`src/rtl/fifo_wreq_pkg.sv`:
```
// Shared widths and FSM state type for the FIFO write-request burst engine.
package fifo_wreq_pkg;

  localparam int unsigned ADDRSIZE = 10;
  localparam int unsigned DATASIZE = 8;
  localparam int unsigned REM_W    = ADDRSIZE + 1;
  localparam int unsigned TMR_W    = 16;

  typedef enum logic [2:0] {
    IDLE  = 3'd0,
    REQ   = 3'd1,
    XFER  = 3'd2,
    GAP   = 3'd3,
    STALL = 3'd4
  } wreq_state_t;

endpackage

```
`src/rtl/wreq_cnt.sv`:
```
// Loadable saturating down-counter with zero flag.
module wreq_cnt #(
  parameter int unsigned W = 8
) (
  input  logic         clk,
  input  logic         rst_n,
  input  logic         i_load,
  input  logic [W-1:0] i_load_val,
  input  logic         i_dec,
  output logic [W-1:0] o_cnt,
  output logic         o_zero
);

  logic [W-1:0] r_cnt;

  // Load wins over decrement; decrement stops at zero.
  always_ff @(posedge clk or negedge rst_n) begin
    if (!rst_n) begin
      r_cnt <= '0;
    end else if (i_load) begin
      r_cnt <= i_load_val;
    end else if (i_dec && (r_cnt != '0)) begin
      r_cnt <= r_cnt - W'(1);
    end
  end

  assign o_cnt  = r_cnt;
  assign o_zero = (r_cnt == '0);

endmodule

```
`src/rtl/fifo_wreq.sv`:
```
// Burst write requester: handshakes with the FIFO arbiter, then streams an
// incrementing data pattern with optional inter-word gaps and full backpressure.
module fifo_wreq
  import fifo_wreq_pkg::*;
#(
  parameter int unsigned ACK_TIMEOUT = 255
) (
  input  logic                wclk,
  input  logic                wrst_n,
  input  logic                start,
  input  logic [ADDRSIZE:0]   burst_len,
  input  logic [1:0]          widle,
  input  logic [DATASIZE-1:0] data_seed,
  input  logic                wack,
  input  logic                wfull,
  output logic                wen,
  output logic                winc,
  output logic [DATASIZE-1:0] wdata,
  output logic [ADDRSIZE-1:0] wptr,
  output logic                busy,
  output logic                done,
  output logic                err
);

  localparam logic [TMR_W-1:0] TMO    = TMR_W'(ACK_TIMEOUT);
  localparam bit               TMO_EN = (ACK_TIMEOUT != 0);

  wreq_state_t         r_state;
  logic                r_wen;
  logic                r_winc;
  logic                r_done;
  logic                r_err;
  logic [DATASIZE-1:0] r_wdata;
  logic [DATASIZE-1:0] r_next_data;
  logic [ADDRSIZE-1:0] r_wptr;
  logic [1:0]          r_widle;

  logic                w_start;
  logic                w_timeout;
  logic                w_write;
  logic                w_last;
  logic                w_gap_end;
  logic                w_rem_load;
  logic                w_rem_dec;
  logic                w_rem_zero;
  logic [REM_W-1:0]    w_rem_cnt;
  logic                w_tmr_load;
  logic                w_tmr_dec;
  logic                w_tmr_zero;
  logic [TMR_W-1:0]    w_tmr_val;
  logic [TMR_W-1:0]    w_tmr_cnt;

  // Decode of the current cycle's events and counter controls.
  always_comb begin
    w_start    = 1'b0;
    w_timeout  = 1'b0;
    w_write    = 1'b0;
    w_last     = 1'b0;
    w_gap_end  = 1'b0;
    w_tmr_dec  = 1'b0;

    w_start   = (r_state == IDLE) && start;
    w_timeout = (r_state == REQ) && !wack && TMO_EN && (w_tmr_cnt == TMR_W'(1));
    w_write   = (r_state == XFER) && !w_rem_zero && !wfull;
    w_last    = w_write && (w_rem_cnt == REM_W'(1));
    w_gap_end = (r_state == GAP) && (w_tmr_zero || (w_tmr_cnt == TMR_W'(1)));

    // The timer is shared: ack timeout while in REQ, gap length while in GAP.
    w_rem_load = w_start;
    w_rem_dec  = w_write;
    w_tmr_load = w_start || (w_write && !w_last && (r_widle != 2'd0));
    w_tmr_val  = w_start ? TMO : TMR_W'(r_widle);
    w_tmr_dec  = ((r_state == REQ) && !wack && TMO_EN) || (r_state == GAP);
  end

  wreq_cnt #(.W(REM_W)) u_rem_cnt (
    .clk        (wclk),
    .rst_n      (wrst_n),
    .i_load     (w_rem_load),
    .i_load_val (burst_len),
    .i_dec      (w_rem_dec),
    .o_cnt      (w_rem_cnt),
    .o_zero     (w_rem_zero)
  );

  wreq_cnt #(.W(TMR_W)) u_tmr_cnt (
    .clk        (wclk),
    .rst_n      (wrst_n),
    .i_load     (w_tmr_load),
    .i_load_val (w_tmr_val),
    .i_dec      (w_tmr_dec),
    .o_cnt      (w_tmr_cnt),
    .o_zero     (w_tmr_zero)
  );

  // FSM with registered outputs; strobes default low every cycle.
  always_ff @(posedge wclk or negedge wrst_n) begin
    if (!wrst_n) begin
      r_state     <= IDLE;
      r_wen       <= 1'b0;
      r_winc      <= 1'b0;
      r_done      <= 1'b0;
      r_err       <= 1'b0;
      r_wdata     <= '0;
      r_next_data <= '0;
      r_wptr      <= '0;
      r_widle     <= '0;
    end else begin
      r_winc <= 1'b0;
      r_done <= 1'b0;
      r_err  <= 1'b0;
      case (r_state)
        IDLE: begin
          if (w_start) begin
            r_widle     <= widle;
            r_next_data <= data_seed;
            r_wen       <= 1'b1;
            r_state     <= REQ;
          end
        end
        REQ: begin
          if (wack) begin
            r_wen   <= 1'b0;
            r_state <= XFER;
          end else if (w_timeout) begin
            r_wen   <= 1'b0;
            r_err   <= 1'b1;
            r_state <= IDLE;
          end
        end
        XFER: begin
          // Remaining count hit zero on the previous word: report completion.
          if (w_rem_zero) begin
            r_done  <= 1'b1;
            r_state <= IDLE;
          end else if (wfull) begin
            r_state <= STALL;
          end else begin
            r_winc      <= 1'b1;
            r_wdata     <= r_next_data;
            r_next_data <= r_next_data + DATASIZE'(1);
            r_wptr      <= r_wptr + ADDRSIZE'(1);
            if (!w_last && (r_widle != 2'd0)) begin
              r_state <= GAP;
            end
          end
        end
        GAP: begin
          if (w_gap_end) begin
            r_state <= XFER;
          end
        end
        STALL: begin
          if (!wfull) begin
            r_state <= XFER;
          end
        end
        default: r_state <= IDLE;
      endcase
    end
  end

  assign wen   = r_wen;
  assign winc  = r_winc;
  assign wdata = r_wdata;
  assign wptr  = r_wptr;
  assign done  = r_done;
  assign err   = r_err;
  assign busy  = (r_state != IDLE);

endmodule
```
`config.mk`:
```
export PLATFORM = sky130hd
export DESIGN_NAME = fifo_wreq
export DESIGN_NICKNAME = d
export VERILOG_FILES = /design/src/rtl/fifo_wreq_pkg.sv /design/src/rtl/wreq_cnt.sv /design/src/rtl/fifo_wreq.sv
export SDC_FILE = /design/constraint.sdc
export NUM_CORES = 1
export LEC_CHECK = 0
export ABC_CLOCK_PERIOD_IN_PS = 3100
export CORE_MARGIN = 2
export CORE_UTILIZATION = 30
export DETAILED_ROUTE_END_ITERATION = 8
export SYNTH_ARGS = -nofsm -noshare
export SYNTH_HDL_FRONTEND = slang
export SYNTH_HIERARCHICAL = 1
export SYNTH_SLANG_ARGS = --single-unit
export TNS_END_PERCENT = 50
```
`constraint.sdc`:
```
create_clock -name wclk -period 3.1 [get_ports wclk]
set_input_delay 0.465 -clock wclk [delete_from_list [all_inputs] [get_ports wclk]]
set_output_delay 0.465 -clock wclk [all_outputs]
set_load 0.005 [all_outputs]
```
; ---- Yosys cells after proc, flatten, opt, wreduce, memory -nomap -nowiden
; Index checks and enable logic that the tools add are counted.
[word_totals]
ff_bits = 62
n_memories = 0
output_inout_bits = 23
latchBits = 0
mem_bits_rw = 0
romBits = 0
word_cells = 95
[op_classes]
n_mux = 30
eq_ne = 13
magnitude_cmp = 0
n_reduce_logical = 35
n_bitwise = 2
multipliers = 0
shift = 0
div_mod_pow = 0
n_addsub = 4
[ops]
columns = cell, count
row1 = 2-to-1 mux 16 bit, 2
row2 = 2-to-1 mux 8 bit, 4
row3 = 2-to-1 mux 3 bit, 8
row4 = 2-to-1 mux 11 bit, 2
row5 = "equality test 16 x 1 -> 1 bit, second input constant", 1
row6 = logical NOT 16 bit, 1
row7 = one-hot mux 8 bit (2 select lines), 1
row8 = nonzero test 16 bit, 1
row9 = "subtractor 16 x 1 -> 16 bit, second input constant", 1
row10 = one-hot mux 3 bit (5 select lines), 1
row11 = logical AND 1 bit, 12
row12 = "equality test 11 x 1 -> 1 bit, second input constant", 1
row13 = logical NOT 11 bit, 1
row14 = 2-to-1 mux 1 bit, 11
row15 = nonzero test 11 bit, 1
row16 = "subtractor 11 x 1 -> 11 bit, second input constant", 1
row17 = "adder 10 x 1 -> 10 bit, second input constant", 1
row18 = nonzero test 2 bit, 5
row19 = "adder 8 x 1 -> 8 bit, second input constant", 1
row20 = "inequality test 2 bit, second input constant", 4
row21 = "equality test 3 x 2 -> 1 bit, second input constant", 2
row22 = AND reduction 3 bit, 2
row23 = AND reduction 5 bit, 1
row24 = logical NOT 1 bit, 4
row25 = 12 further kinds, 15

; ---- Logic depth before layout (Yosys ltp)
[logic_depth]
word_depth = 11
mapped_depth = 15

; ---- Hierarchy
; Netlist, hierarchy kept.
[by_module_without_submodules]
columns = module, seq_area_each_um2, area_each_um2, instances, cells_per_inst
row1 = fifo_wreq, 875.8, 1741.7, 1, 184
row2 = wreq_cnt (u_tmr_cnt), 400.4, 1063.5, 1, 124
row3 = wreq_cnt (u_rem_cnt), 275.3, 706.9, 1, 75

; ---- Least setup slack after synthesis
; Ideal clock, no wire load.
[synth_path]
path_type = register -> register
start = register u_rem_cnt.r_cnt[0] (netlist: u_rem_cnt/o_cnt[0])
end = register u_rem_cnt.r_cnt[9] (netlist: u_rem_cnt/o_cnt[9])
n_path_buf = 1
path_stages_with_launch = 13
t_required_ns = 2.969
t_arrival_ns = 2.653
synth_period_minus_slack_ns = 2.784
slack_ns = 0.316
cell_sequence = dfrtp_1 -> inv_1 -> ha_1 -> nor4b_4 -> and3_1 -> nor3b_2 -> nand2_1 -> clkbuf_1 -> inv_1 -> or4b_1 -> a2111oi_2 -> xnor2_1 -> o21ai_1
[synth_via]
elab_chain_cells = 6
[synth_rtl]
columns = element, line_no
row1 = "start, declared", wreq_cnt.sv:14  ; logic [W-1:0] r_cnt;
row2 = "start signal, assigned", wreq_cnt.sv:21  ; r_cnt <= i_load_val;
row3 = "start signal, assigned", wreq_cnt.sv:23  ; r_cnt <= r_cnt - W'(1);
row4 = logical NOT 11 bit, wreq_cnt.sv:28  ; assign o_zero = (r_cnt == '0);
row5 = via w_rem_zero, fifo_wreq.sv:45  ; logic w_rem_zero;
row6 = logical NOT 1 bit, fifo_wreq.sv:64  ; w_write = (r_state == XFER) && !w_rem_zero && !wfull;
row7 = logical AND 1 bit (2 in series), fifo_wreq.sv:64
row8 = via w_rem_dec, fifo_wreq.sv:44  ; logic w_rem_dec;
row9 = logical AND 1 bit, wreq_cnt.sv:22  ; end else if (i_dec && (r_cnt != '0)) begin
row10 = nonzero test 2 bit (no source line), n/a
; The timed path passes the listed nets, and every way through them passes these cells. The select of a mux whose other input is x is not followed.
; A chain may end at the register's enable or synchronous reset.

; ---- Final worst setup path
[layout_path]
start = register u_rem_cnt.r_cnt[0] (netlist: u_rem_cnt/o_cnt[0])
end = register u_rem_cnt.r_cnt[8] (netlist: u_rem_cnt/o_cnt[8])
; Same word-level chain as after synthesis.

==> flow_metrics.env <==
export IMPL_max_vdd_ir_drop_mv=0.3379
export IMPL_ys_ff_latch=62
export IMPL_final_nets=476
export IMPL_post_cts_buffers=0
export IMPL_top_level_ports=49
export IMPL_clk_pin_slew_ns=0.05
export IMPL_dr_wl_met3_um=403
export IMPL_hpwl_mm=6.292
export IMPL_crit_path_cell_trace="inv_1, ha_1, nor4b_4, and3_1, nor3b_2, nand2_1, inv_1, nand4bb_1, a2111oi_0, xor2_1, mux2_2"
export IMPL_layout_drive_gt1_share=0.1086
export IMPL_dieWidth_um=112.2
export IMPL_setup_viol=0
export IMPL_crit_top_cell="inv_1"
export IMPL_seq_area_frac_synth=0.4418
export IMPL_path_buf_inv=2
export IMPL_cts_root_buffer="clkbuf_16"
export IMPL_clock_latency_ns=0.33
export IMPL_hold_path_class="input port to async pin"
export IMPL_grt_max_degree=30
export IMPL_antenna_found_initial=0
export IMPL_cp_start_kind="register"
export IMPL_track_usage=0.1455
export IMPL_cts_resized=0
export IMPL_power_density_nw_per_um2=950.9
export IMPL_status="finished clean"
export IMPL_clockBufferDepth=2
export IMPL_fmax_mhz=357.7
export IMPL_path_max_fanout=7
export IMPL_cp_num_cells=11
export IMPL_critPathCaptureType="register"
export IMPL_cts_tree="yes"
export IMPL_layout_commonest_cell="dfrtp_1"
export IMPL_coreArea_um2=11420
export IMPL_rows=39
export IMPL_vias=3059
export IMPL_clock_skew_final_ns=0.007883
export IMPL_cpMaxStageDelayCell="a2111oi_0"
export IMPL_worstPathRequired_ns=3.32
export IMPL_syn_cell_area_um2=3512
export IMPL_grt_pass1_wl_mm=14.88
export IMPL_worst_slew_pin_slew_ns=0.6992
export IMPL_htreeDepth=3
export IMPL_drv_slew=0
export IMPL_yosysWarnings=6
export IMPL_synthCells=383
export IMPL_yosysUniqueCellTypes=70
export IMPL_synthToLayoutAreaGrowth_pct=28.00
export IMPL_drc=0
export IMPL_clock_sinks=62
export IMPL_setup_tns_ns=0
export IMPL_die_area_um2=12590
export IMPL_routed_wl_met2_mm=3.984
export IMPL_min_period_ns=2.795
export IMPL_relSlewSlack=0.5289
export IMPL_drt_vias_per_instance=5.150
export IMPL_critPathMaxStageDelay_ns=0.54
export IMPL_wl_per_cell_um=14.47
export IMPL_first_pass_iters=4
export IMPL_hold_viol=0
export IMPL_initial_core_util=0.3076
export IMPL_port_buffer_count=48
export IMPL_cp_arrival_ns=3.01
export IMPL_dr_max_layer_used="met4"
export IMPL_grt_pass1_vias=2983
export IMPL_gr_total_overflow=0
export IMPL_async_flop_share=1.000
export IMPL_ant_nets=0
export IMPL_drt_total_wl_mm=8.597
export IMPL_min_period_over_period=0.9018
export IMPL_grt_setup_unrepaired="false"
export IMPL_num_fill_cells=1172
export IMPL_cts_buffers=9
export IMPL_critPathTopFamily="simple AND/OR/NAND/NOR gates"
export IMPL_syn_avg_cell_area_um2=9.170
export IMPL_synth_ff_type="dfrtp_1"
export IMPL_p_leak_nw=1.791
export IMPL_die_y_um=112.2
export IMPL_worst_r2r_path_depth=11
export IMPL_fin_ws_ns=0.3046
export IMPL_yosys_area_top_type="dfrtp_1"
export IMPL_drt_initial_drc_count=131
export IMPL_met1_length_mm=4.159
export IMPL_cap_violations=0
export IMPL_diodes=0
export IMPL_synth_edf_count=0
export IMPL_gp_congestion=0.8338
export IMPL_mostFrequentLayoutCells="dfrtp_1 (62), nand2_1 (61), clkdlybuf4s50_1 (47)"
export IMPL_synth_area_leaders="dfrtp_1 (44%), nand2_1 (6.5%), xnor2_1 (3.5%), a21oi_1 (3.4%), o21ai_0 (3.1%)"
export IMPL_pre_cts_ws_ns=0.3858
export IMPL_synth_top_area_frac=0.4418
export IMPL_holdBufCountCts=0
export IMPL_criticalPathCategory="register to register"
## through the flow
step / instance area (um^2) / total power, mW / hold WS [ns] / instances / util
6_report: 4496 / 4.275 / 0.04476 / 594 / 0.3937
5_1_grt: 4496 / 4.630 / 0.07602 / 594 / 0.3937
4_1_cts: 4496 / 4.316 / 0.05243 / 594 / 0.3937
3_5_place_dp: 4204 / 3.302 / 0.4178 / 578 / 0.3682
3_3_place_gp: 4204 / 3.256 / 0.4158 / 578 / 0.3682
2_1_floorplan: 3538 / 2.685 / 0.1694 / 390 / -
## cells in the mapped netlist, drive strengths merged (2+ instances only)
| cell type | instances |
|---|---|
| nand2 | 61 |
| nand4b | 3 |
| nand4 | 12 |
| nor4b | 5 |
| a2111oi | 3 |
| a2bb2oi | 2 |
| and3 | 3 |
| buf | 6 |
| or3 | 7 |
| or4b | 4 |
| a311oi | 2 |
| ha | 4 |
| nand2b | 3 |
| or3b | 2 |
| o22ai | 2 |
| inv | 14 |
| xnor2 | 14 |
| a21oi | 24 |
| a31oi | 9 |
| or4 | 5 |
| o21ai | 31 |
| nor3b | 5 |
| o41ai | 4 |
| o31ai | 2 |
| nor2 | 22 |
| mux2i | 3 |
| and2 | 4 |
| nor3 | 11 |
| nand3 | 8 |
| or2 | 3 |
| nor4 | 8 |
| mux2 | 4 |
| nor2b | 5 |
| dfrtp | 62 |
| clkbuf | 9 |
## routing by layer
| layer | vias up | track usage |
|---|---|---|
| met3 | 4 | 0.04536 |
| li1 | 1528 | - |
| met2 | 70 | 0.2193 |
| met5 | - | 0 |
| met1 | 1457 | 0.2042 |
| met4 | 0 | 0.03740 |
## layout make-up
class	count	area, um^2	area share
well taps	143	178.9	0.03980
repair buffers	60	565.5	0.1258
clock buffers	10	229.0	0.05093
inverters	14	52.55	0.01169
flip-flops and latches	62	1551	0.3451
clock inverters	6	62.56	0.01392
multi-input cells	299	1856	0.4127
## registers in the layout (all words and copies together), names as in the netlist, 2 cells and up
register,count
r_next_data,8
r_state,3
r_widle,2
u_rem_cnt/o_cnt,11
u_tmr_cnt/o_cnt,16
wdata,8
wptr,10
## cells by family (layout without fill, tap and decap cells)
logic type               after synthesis  count (layout)  share of synthesized area
AO/OA/AOI/OAI                         90              90                     0.1682
XOR/XNOR                              15              15                    0.03741
adder cells (fa/ha/maj)                4               4                    0.01425
buffers and inverters                 29              90                    0.03740
flip-flops                            62              62                     0.4418
multiplexers                           7               7                    0.02137
other                                  1               8                   0.001068
AND/OR/NAND/NOR                      175             175                     0.2786
## power by group
group | switching, mW | total, mW | leakage, nW | internal [mW]
sequential | 0.470 | 1.62 | 0.763 | 1.15
clock | 0.367 | 0.985 | 0.134 | 0.618
combinational | 0.849 | 1.67 | 0.894 | 0.820
## final timing paths
| check | start | to | slack, ns |
|---|---|---|---|
| worst min-delay path | wrst_n | wptr[9] | 0.04 |
| worst max-delay path | u_rem_cnt/o_cnt[0] | u_rem_cnt/o_cnt[8] | 0.30 |
| worst max register to register | u_rem_cnt/o_cnt[0] | u_rem_cnt/o_cnt[8] | 0.30 |
| worst min register to register | wdata[2] | wdata[2] | 0.48 |
| max in group asynchronous | wrst_n | u_rem_cnt/o_cnt[2] | 2.34 |
| min in group wclk | wdata[2] | wdata[2] | 0.48 |
Power figures use the tool's default switching activity.
